--- src/rtl/block_nest_pkg.sv ---
// Shared constants and types for the block nesting checker: character codes,
// error encodings, keyword tokens and stack entry types.
package block_nest_pkg;

    localparam logic [7:0] SPACE = 8'h20;

    typedef enum logic [1:0] {
        ERR_NONE     = 2'd0,
        ERR_UNDER    = 2'd1,
        ERR_MISMATCH = 2'd2,
        ERR_OVER     = 2'd3
    } err_e;

    typedef enum logic [2:0] {
        TOK_NONE,
        TOK_BEGIN,
        TOK_END,
        TOK_CASE,
        TOK_ENDCASE
    } tok_e;

    typedef enum logic {
        ENT_B = 1'b0,
        ENT_C = 1'b1
    } ent_e;

    // Keywords right-aligned in a 7-character shift buffer, unused bytes zero
    localparam logic [55:0] KW_BEGIN   = {16'h0, "begin"};
    localparam logic [55:0] KW_END     = {32'h0, "end"};
    localparam logic [55:0] KW_CASE    = {24'h0, "case"};
    localparam logic [55:0] KW_ENDCASE = "endcase";

    function automatic logic [7:0] fold_char(input logic [7:0] c, input bit ci);
        if (ci && c >= 8'h41 && c <= 8'h5A)
            return c | 8'h20;
        return c;
    endfunction

endpackage

--- src/rtl/block_nest_checker_classifier.sv ---
// Word scanner: splits the character stream on spaces, buffers up to seven
// characters and reports which keyword (if any) the pending word spells.
module nest_word_classifier
    import block_nest_pkg::*;
#(
    parameter int CASE_INS = 1
) (
    input  logic       clk_i,
    input  logic       rst_i,
    input  logic [7:0] char_i,
    output tok_e       tok_o
);

    typedef enum logic [1:0] {S_IDLE, S_WORD, S_LONG} state_e;

    state_e      state_q, state_d;
    logic [2:0]  len_q, len_d;
    logic [55:0] word_q, word_d;
    logic [7:0]  ch;

    always_comb begin
        ch      = fold_char(char_i, CASE_INS != 0);
        state_d = state_q;
        len_d   = len_q;
        word_d  = word_q;
        if (ch == SPACE) begin
            state_d = S_IDLE;
            len_d   = '0;
            word_d  = '0;
        end else begin
            case (state_q)
                S_IDLE: begin
                    state_d = S_WORD;
                    len_d   = 3'd1;
                    word_d  = {48'h0, ch};
                end
                S_WORD: begin
                    if (len_q == 3'd7) begin
                        state_d = S_LONG;
                        len_d   = '0;
                        word_d  = '0;
                    end else begin
                        len_d  = len_q + 3'd1;
                        word_d = {word_q[47:0], ch};
                    end
                end
                default: state_d = S_LONG;
            endcase
        end
    end

    always_ff @(posedge clk_i or posedge rst_i) begin
        if (rst_i) begin
            state_q <= S_IDLE;
            len_q   <= '0;
            word_q  <= '0;
        end else begin
            state_q <= state_d;
            len_q   <= len_d;
            word_q  <= word_d;
        end
    end

    // Length gates the compare so embedded NUL bytes cannot alias a shorter keyword
    always_comb begin
        tok_o = TOK_NONE;
        if (state_q == S_WORD) begin
            case (len_q)
                3'd3:    if (word_q == KW_END)     tok_o = TOK_END;
                3'd4:    if (word_q == KW_CASE)    tok_o = TOK_CASE;
                3'd5:    if (word_q == KW_BEGIN)   tok_o = TOK_BEGIN;
                3'd7:    if (word_q == KW_ENDCASE) tok_o = TOK_ENDCASE;
                default: tok_o = TOK_NONE;
            endcase
        end
    end

endmodule

--- config.mk ---
export PLATFORM = sky130hd
export DESIGN_NAME = nest_word_classifier
export DESIGN_NICKNAME = d
export VERILOG_FILES = /design/src/rtl/block_nest_pkg.sv /design/src/rtl/block_nest_checker_classifier.sv
export SDC_FILE = /design/constraint.sdc
export NUM_CORES = 1
export LEC_CHECK = 0
export ABC_AREA = 0
export CORE_UTILIZATION = 50
export DETAILED_ROUTE_END_ITERATION = 7
export PLACE_DENSITY = 0.68
export SLEW_MARGIN = 20
export SYNTH_ARGS = -nofsm -noshare
export SYNTH_HDL_FRONTEND = slang
export SYNTH_SLANG_ARGS = --single-unit
--- constraint.sdc ---
create_clock -name clk_i -period 4.3 [get_ports clk_i]
set_input_delay 1.29 -clock clk_i [delete_from_list [all_inputs] [get_ports clk_i]]
set_output_delay 1.29 -clock clk_i [all_outputs]
set_load 0.005 [all_outputs]
==> reports/qor.csv, run 1 <==
metric,value,unit
setup_cp_type,reg -> out,
vias_in_the_first_global_route,1745,
synth_area_in_simple_gates,13.98,%
layout_worst_path_cycle_share,98.80,%
power.sequential.fraction,46.9,%
firstDrtPassIters,4,
ys.warnings.count,0,
layout.area.seq,1526,um2
total_leakage_power,1.449,nW
combinationalPowerShare,11.9,%
synth_xor_xnor_area_share,0,%
final_cell_area,3075,um2
worstSkewPairLatency,0.32,ns
final-hold-violation-count,0,
critical_path_at,2.96,ns
min_delay_path_depth,1,
synth_fp_nets,226,
max_slew_margin,49.67,%
initial_antenna_violation_count,0,
crit_top_cell,or4_4,
dieHeight,74.04,um
synth-compound-area-share,21.65,%
setup.worst_path.end_class,output port,
critical_path.reg2reg.endpoint,word_q[5],
vias_per_cell,6.178,
num_antenna_cells,0,
route.antenna.remaining_nets,0,
ff2ff_setup_slack,2.19,ns
numPortBuffers,12,
multiInputGateArea,1033,um2
worst-path-stages,5,
cts-root-to-sink-buffers,2,
post_drt_wl_per_cell,17.87,um
cts_buffers,9,
cp.buffers_inverters,1,
max_stage_delay,0.56,ns
layout-drive-gt1-share,13.42,%
grt.overflow.total,0,
vias,1841,
synth_top_family_by_area,compound AO/OA/AOI/OAI gates,
syn-mean-instance-area,12.30,um2
critical_path.slowest_cell,or4_4,
worst_setup_path_endpoint,tok_o[0],
post_synth_mux_area_share,0.3857,%
grt_first_pass_wirelength,8804,um
place.gp.congestion,0.9574,
r2r.worst_path.cells,7,
iteration_0_drc_count_of_the_detailed_router,167,
worst-endpoint-required,3.01,ns
power.net_switching,0.3621,mW
max-vdd-ir-drop,0.2318,mV
hp-class,reg -> reg,
grt_max_degree,50,
layout_common_cells,"dfrtp_1, a22o_1, clkbuf_8, nor2_1, clkdlybuf4s50_1",
cts_tree,yes,
critical_path.cell_chain,"or4b_1, or4_4, or4_4, a21oi_2, clkdlybuf4s50_1",
synth_area,2595,um2
yosys.cell_types.count,38,
grt.total_usage,21.84,%
core.rowCount,25,
die_w,74.04,um
swShare,24.85,%
worst_pin_slew,0.7549,ns
critical-path-top-delay-family,simple AND/OR/NAND/NOR gates,
cts.sink_count,61,
dpl_cell_area,2813,um2
slew_viol_final,0,
flow.area_growth_from_synthesis,18.51,%
final.hold.worst_slack,0.5063,ns
crit_path_start_kind,flop,
clkTransAtPathRegs,0.07,ns
synth-seq-cells,61,
reg2reg_from,len_q[0],
cts_root_buffer,clkbuf_8,
highest_clock_frequency_the_design_can_meet,235.4,MHz
num-fill-cells,386,
detailed_place_hpwl,3607,um
setup_violations,0,
remaining_drc_errors,0,
outcome,finished clean,
cts-htree-levels,3,
crit_fanout,4,
part_of_the_total_power_dissipated_in_the_clock_network,41.2,%
seq_area_frac_synth,58.82,%
crit_start,word_q[19],
hp-start,word_q[52],
nets,241,
netlist_instances,211,
final_common_cell,dfrtp_1,
internal-power,1.095,mW
design.core.area,4848,um2
fin_skew,0.005826,ns
post_synthesis_share_of_cell_area_spent_on_full_adders_half_adders_and_majority_gates,2.411,%
cap_violations,0,
cts.hold.buffers_added,0,
power_density,473.9,nW/um2
totalWireLength,5325,um
final_period_minus_worst_setup_slack,4.248,ns
die_area,5482,um2
io_pins,13,
start_util,53.52,%
[through the flow]
| stage | total power [mW] | instances | utilization [%] | TNS [ns] | worst slack (ns) |
|---|---|---|---|---|---|
| after floorplan | 0.8000 | 211 | - | 0 | 0.9703 |
| final | 1.457 | 298 | 63.43 | 0 | 0.05159 |
| after global routing | 1.521 | 298 | 63.43 | -0.03260 | -0.03260 |
| after detailed placement | 0.8657 | 282 | 58.01 | 0 | 0.3749 |
| after global placement | 0.8581 | 282 | 58.01 | 0 | 0.4400 |
| after CTS | 1.468 | 298 | 63.05 | 0 | 0.007362 |
[kinds of logic after synthesis]
logic type,Yosys count
buffers and inverters,18
AO/OA/AOI/OAI,67
adder cells (fa/ha/maj),5
flip-flops,61
AND/OR/NAND/NOR,59
multiplexers,1
[registers in the layout, summed over array words and instances (netlist names)]
register and flops:
state_q 2, word_q 56, len_q 3
[final cells by class]
type / instances / area share, %
multi-input combinational: 132 / 33.60
inverter: 6 / 0.7323
clock inverter: 3 / 2.116
clock buffer: 13 / 5.818
timing repair buffer: 16 / 5.370
tap: 67 / 2.726
sequential: 61 / 49.63
[layer usage]
metal | up-vias | global-route usage (%) | share of wire (%)
met5 | - | 0 | 0
met4 | 0 | 11.11 | 1.1
met3 | 6 | 5.149 | 4.0
met2 | 40 | 31.21 | 48
met1 | 940 | 31.13 | 47
li1 | 855 | - | -
[power groups by stage]
stage	sequential, mW	combinational [mW]	clock (mW)
after global placement	0.691	0.167	0
after global routing	0.692	0.192	0.637
final	0.684	0.173	0.601
after detailed placement	0.694	0.172	0
after CTS	0.683	0.173	0.611
after floorplan	0.675	0.125	0
[worst min path at each step]
| stage | endpoint | slack, ns |
|---|---|---|
| 6_report | word_q[52] | 0.51 |
| 5_1_grt | word_q[52] | 0.53 |
| 4_1_cts | word_q[52] | 0.51 |
| 3_5_place_dp | word_q[52] | 0.50 |
| 3_3_place_gp | word_q[5] | 0.49 |
| 2_1_floorplan | word_q[5] | 0.46 |
[cells in the mapped netlist]
library cell  number  area [um2]
a211oi_1           1       7.510
a21o_1             1       7.510
a21oi_1            4       20.02
a22o_1            53       464.2
a22o_2             2       20.02
a22oi_1            1       7.510
a311oi_1           1       8.760
a31oi_1            1       6.260
and2_1             1       6.260
and3_1             1       6.260
and3b_1            1       8.760
and4_1             1       8.760
and4b_1            1       10.01
buf_2              3       15.01
clkbuf_1           9       33.78
dfrtp_1           61        1526
ha_1               5       62.56
inv_1              6       22.52
mux2i_1            1       10.01
nand2_1            5       18.77
nand2b_1           1       6.260
nand3_1            5       25.02
nand3b_1           1       7.510
nand4_1            5       31.28
nand4b_1           1       8.760
nor2_1            11       41.29
nor2b_1            1       6.260
nor3_1             5       25.02
nor3_2             1       10.01
nor4_1             4       25.02
nor4b_1            2       17.52
nor4bb_1           2       20.02
o211a_1            1       10.01
o21ai_0            2       10.01
or3_1              1       6.260
or4_1              7       52.55
or4_4              1       11.26
or4b_1             1       10.01
[what timing repair did]
action,4_1_cts,5_1_grt
buffers inserted,0,0
gates resized for setup,0,5
setup endpoints to repair,0,2
(Power assumes the default switching activity.)
==> run 2: changes to the inputs <==
--- a/config.mk
+++ b/config.mk
@@ -6,9 +6,9 @@
 export NUM_CORES = 1
 export LEC_CHECK = 0
 export ABC_AREA = 0
-export CORE_UTILIZATION = 50
+export CORE_UTILIZATION = 30
 export DETAILED_ROUTE_END_ITERATION = 7
-export PLACE_DENSITY = 0.68
+export REMOVE_ABC_BUFFERS = 1
 export SLEW_MARGIN = 20
 export SYNTH_ARGS = -nofsm -noshare
 export SYNTH_HDL_FRONTEND = slang
==> reports/qor.csv, run 2 (same netlist as run 1, synthesis figures left out) <==
metric,value,unit
design.core.area,8299,um2
io_pins,13,
detailed_place_hpwl,3365,um
met3_usage,6.280,%
global_route.usage.met1,20.36,%
initial_antenna_violation_count,0,
final_common_cell,dfrtp_1,
cts.hold.buffers_added,0,
worst-endpoint-required,3.01,ns
route.antenna.remaining_nets,0,
slew_viol_final,0,
cts-htree-levels,3,
post_drt_wl_per_cell,16.06,um
crit_fanout,3,
grt_max_degree,62,
combinationalPowerShare,13.0,%
critical_path.cell_chain,"or4b_1, or4_4, or4_1, nor3_2, dlygate4sd2_1",
flow.area_growth_from_synthesis,17.41,%
clkTransAtPathRegs,0.06,ns
remaining_drc_errors,0,
critical_path.slowest_cell,or4_1,
fin_skew,0.003880,ns
highest_clock_frequency_the_design_can_meet,250.9,MHz
vias_in_the_first_global_route,1763,
registers.top_by_ff_count,word_q,
layout_worst_path_cycle_share,92.70,%
max_slew_margin,48.34,%
cap_violations,0,
max-vdd-ir-drop,0.2501,mV
die_area,9026,um2
detailedPlace.worstSlack,0.3509,ns
cp.buffers_inverters,1,
start_util,31.27,%
iteration_0_drc_count_of_the_detailed_router,127,
setup.worst_path.end_class,output port,
final_cells,337,
cts.sink_count,61,
nets,242,
global_routing_met2_resource_utilization,18.47,%
setup_violations,0,
vias,1827,
final_period_minus_worst_setup_slack,3.986,ns
largest_reg_flops,56,
part_of_the_total_power_dissipated_in_the_clock_network,34.2,%
totalWireLength,5412,um
dp.cells,319,
setup_cp_type,reg -> out,
grt.overflow.total,0,
layout-drive-gt1-share,12.07,%
num_antenna_cells,0,
final.hold.worst_slack,0.5059,ns
dpl_cell_area,2840,um2
worst_pin_slew,0.7750,ns
cts-root-to-sink-buffers,2,
internal-power,0.9447,mW
total_leakage_power,1.419,nW
cts_buffers,9,
final_cell_area,3047,um2
final-hold-violation-count,0,
layout_common_cells,"dfrtp_1, a22o_1, nor2_1, clkbuf_8, clkdlybuf4s50_1",
cts_root_buffer,clkbuf_8,
critical_path_at,2.70,ns
power.net_switching,0.3510,mW
dieHeight,95.01,um
power.sequential.fraction,52.8,%
firstDrtPassIters,4,
power_density,425.3,nW/um2
max_stage_delay,0.55,ns
crit_path_start_kind,flop,
grt.busiest_layer,met1,
worstSkewPairLatency,0.34,ns
hp-class,reg -> reg,
critical-path-top-delay-family,simple AND/OR/NAND/NOR gates,
place.gp.congestion,0.8678,
grt_first_pass_wirelength,9246,um
unrepaired_setup_endpoints_after_global_routing,no,
grt.total_usage,14.18,%
core.rowCount,33,
swShare,27.09,%
die_w,95.01,um
largestRegisters,"word_q x56, len_q x3, state_q x2",
outcome,finished clean,
vias_per_cell,5.421,
power.total,1.296,mW
cts_tree,yes,
numPortBuffers,12,
worst_slack,0.3138,ns
==> run 2: changes by cell type in the layout (fill, tap and decap cells not counted) <==
cell,change
clkbuf_1,+4
buf_12,-1
clkdlybuf4s50_1,-1
dlygate4sd2_1,+1
nor4_2,+1
clkbuf_8,-2
buf_4,+2
or4_1,+1
or4_4,-1
bufinv_16,-2
nor4_1,-1
==> run 2: final cells by class <==
cell class | count | area, um2
fillers | 783 | 5253
flip-flops and latches | 61 | 1526
multi-input cells | 132 | 1036
clock buffers | 15 | 166.4
repair buffers | 17 | 158.9
well taps | 105 | 131.4
inverters | 6 | 22.52
clock inverters | 1 | 5.005
==> run 2: metal layers <==
layer  part of all wire (%)  routed length (um)  vias to the layer above
met5                      0                   0                        -
met4                   0.67                  36                        0
met3                    5.2                 284                        2
met2                     44                2386                       44
met1                     50                2704                      926
li1                       -                   -                      855
==> run 2: worst paths after layout <==
check,cells after the start,start,slack [ns],to
hold reg to reg,2,word_q[5],0.51,word_q[5]
min in group asynchronous,3,rst_i,1.49,word_q[31]
setup / recovery,5,word_q[27],0.31,tok_o[2]
hold / removal,2,word_q[5],0.51,word_q[5]
max in group asynchronous,3,rst_i,2.30,word_q[51]
setup reg to reg,7,len_q[0],2.18,word_q[5]
==> run 2: power by group through the flow <==
stage               Combinational (mW)  Sequential (mW)  Clock (mW)
floorplan                        0.119            0.675           0
global placement                 0.166            0.693           0
global route                     0.192            0.694       0.488
finish                           0.168            0.684       0.443
detailed placement               0.168            0.695           0
CTS                              0.169            0.684       0.459
==> run 2: worst register-to-register path, stage by stage (launching register included) <==
cell and delay (ns):
dfrtp_1 0.42, ha_1 0.24, ha_1 0.28, a21oi_1 0.64, o21ai_0 0.18, a21oi_1 0.15, o21ai_0 0.09, nand2_1 0.06
==> run 2: stage by stage <==
stage / setup TNS [ns] / utilization, %
3_5_place_dp: 0 / 34.22
6_report: 0 / 36.71
2_1_floorplan: -14.17 / -
5_1_grt: 0 / 36.71
3_3_place_gp: 0 / 34.22
4_1_cts: 0 / 36.41
==> run 2: repair_timing <==
item	CTS	global route
setup endpoints to repair	2	1
setup buffers	1	1
hold endpoints to repair	0	0
gates resized for setup	2	4
==> run 3: changes to the inputs <==
--- a/config.mk
+++ b/config.mk
@@ -8,6 +8,7 @@
 export ABC_AREA = 0
 export CORE_UTILIZATION = 30
 export DETAILED_ROUTE_END_ITERATION = 7
+export GPL_ROUTABILITY_DRIVEN = 0
 export REMOVE_ABC_BUFFERS = 1
 export SLEW_MARGIN = 20
 export SYNTH_ARGS = -nofsm -noshare
==> results of run 3 <==
No change in the layout: final DEF, timing and power equal those of run 2.
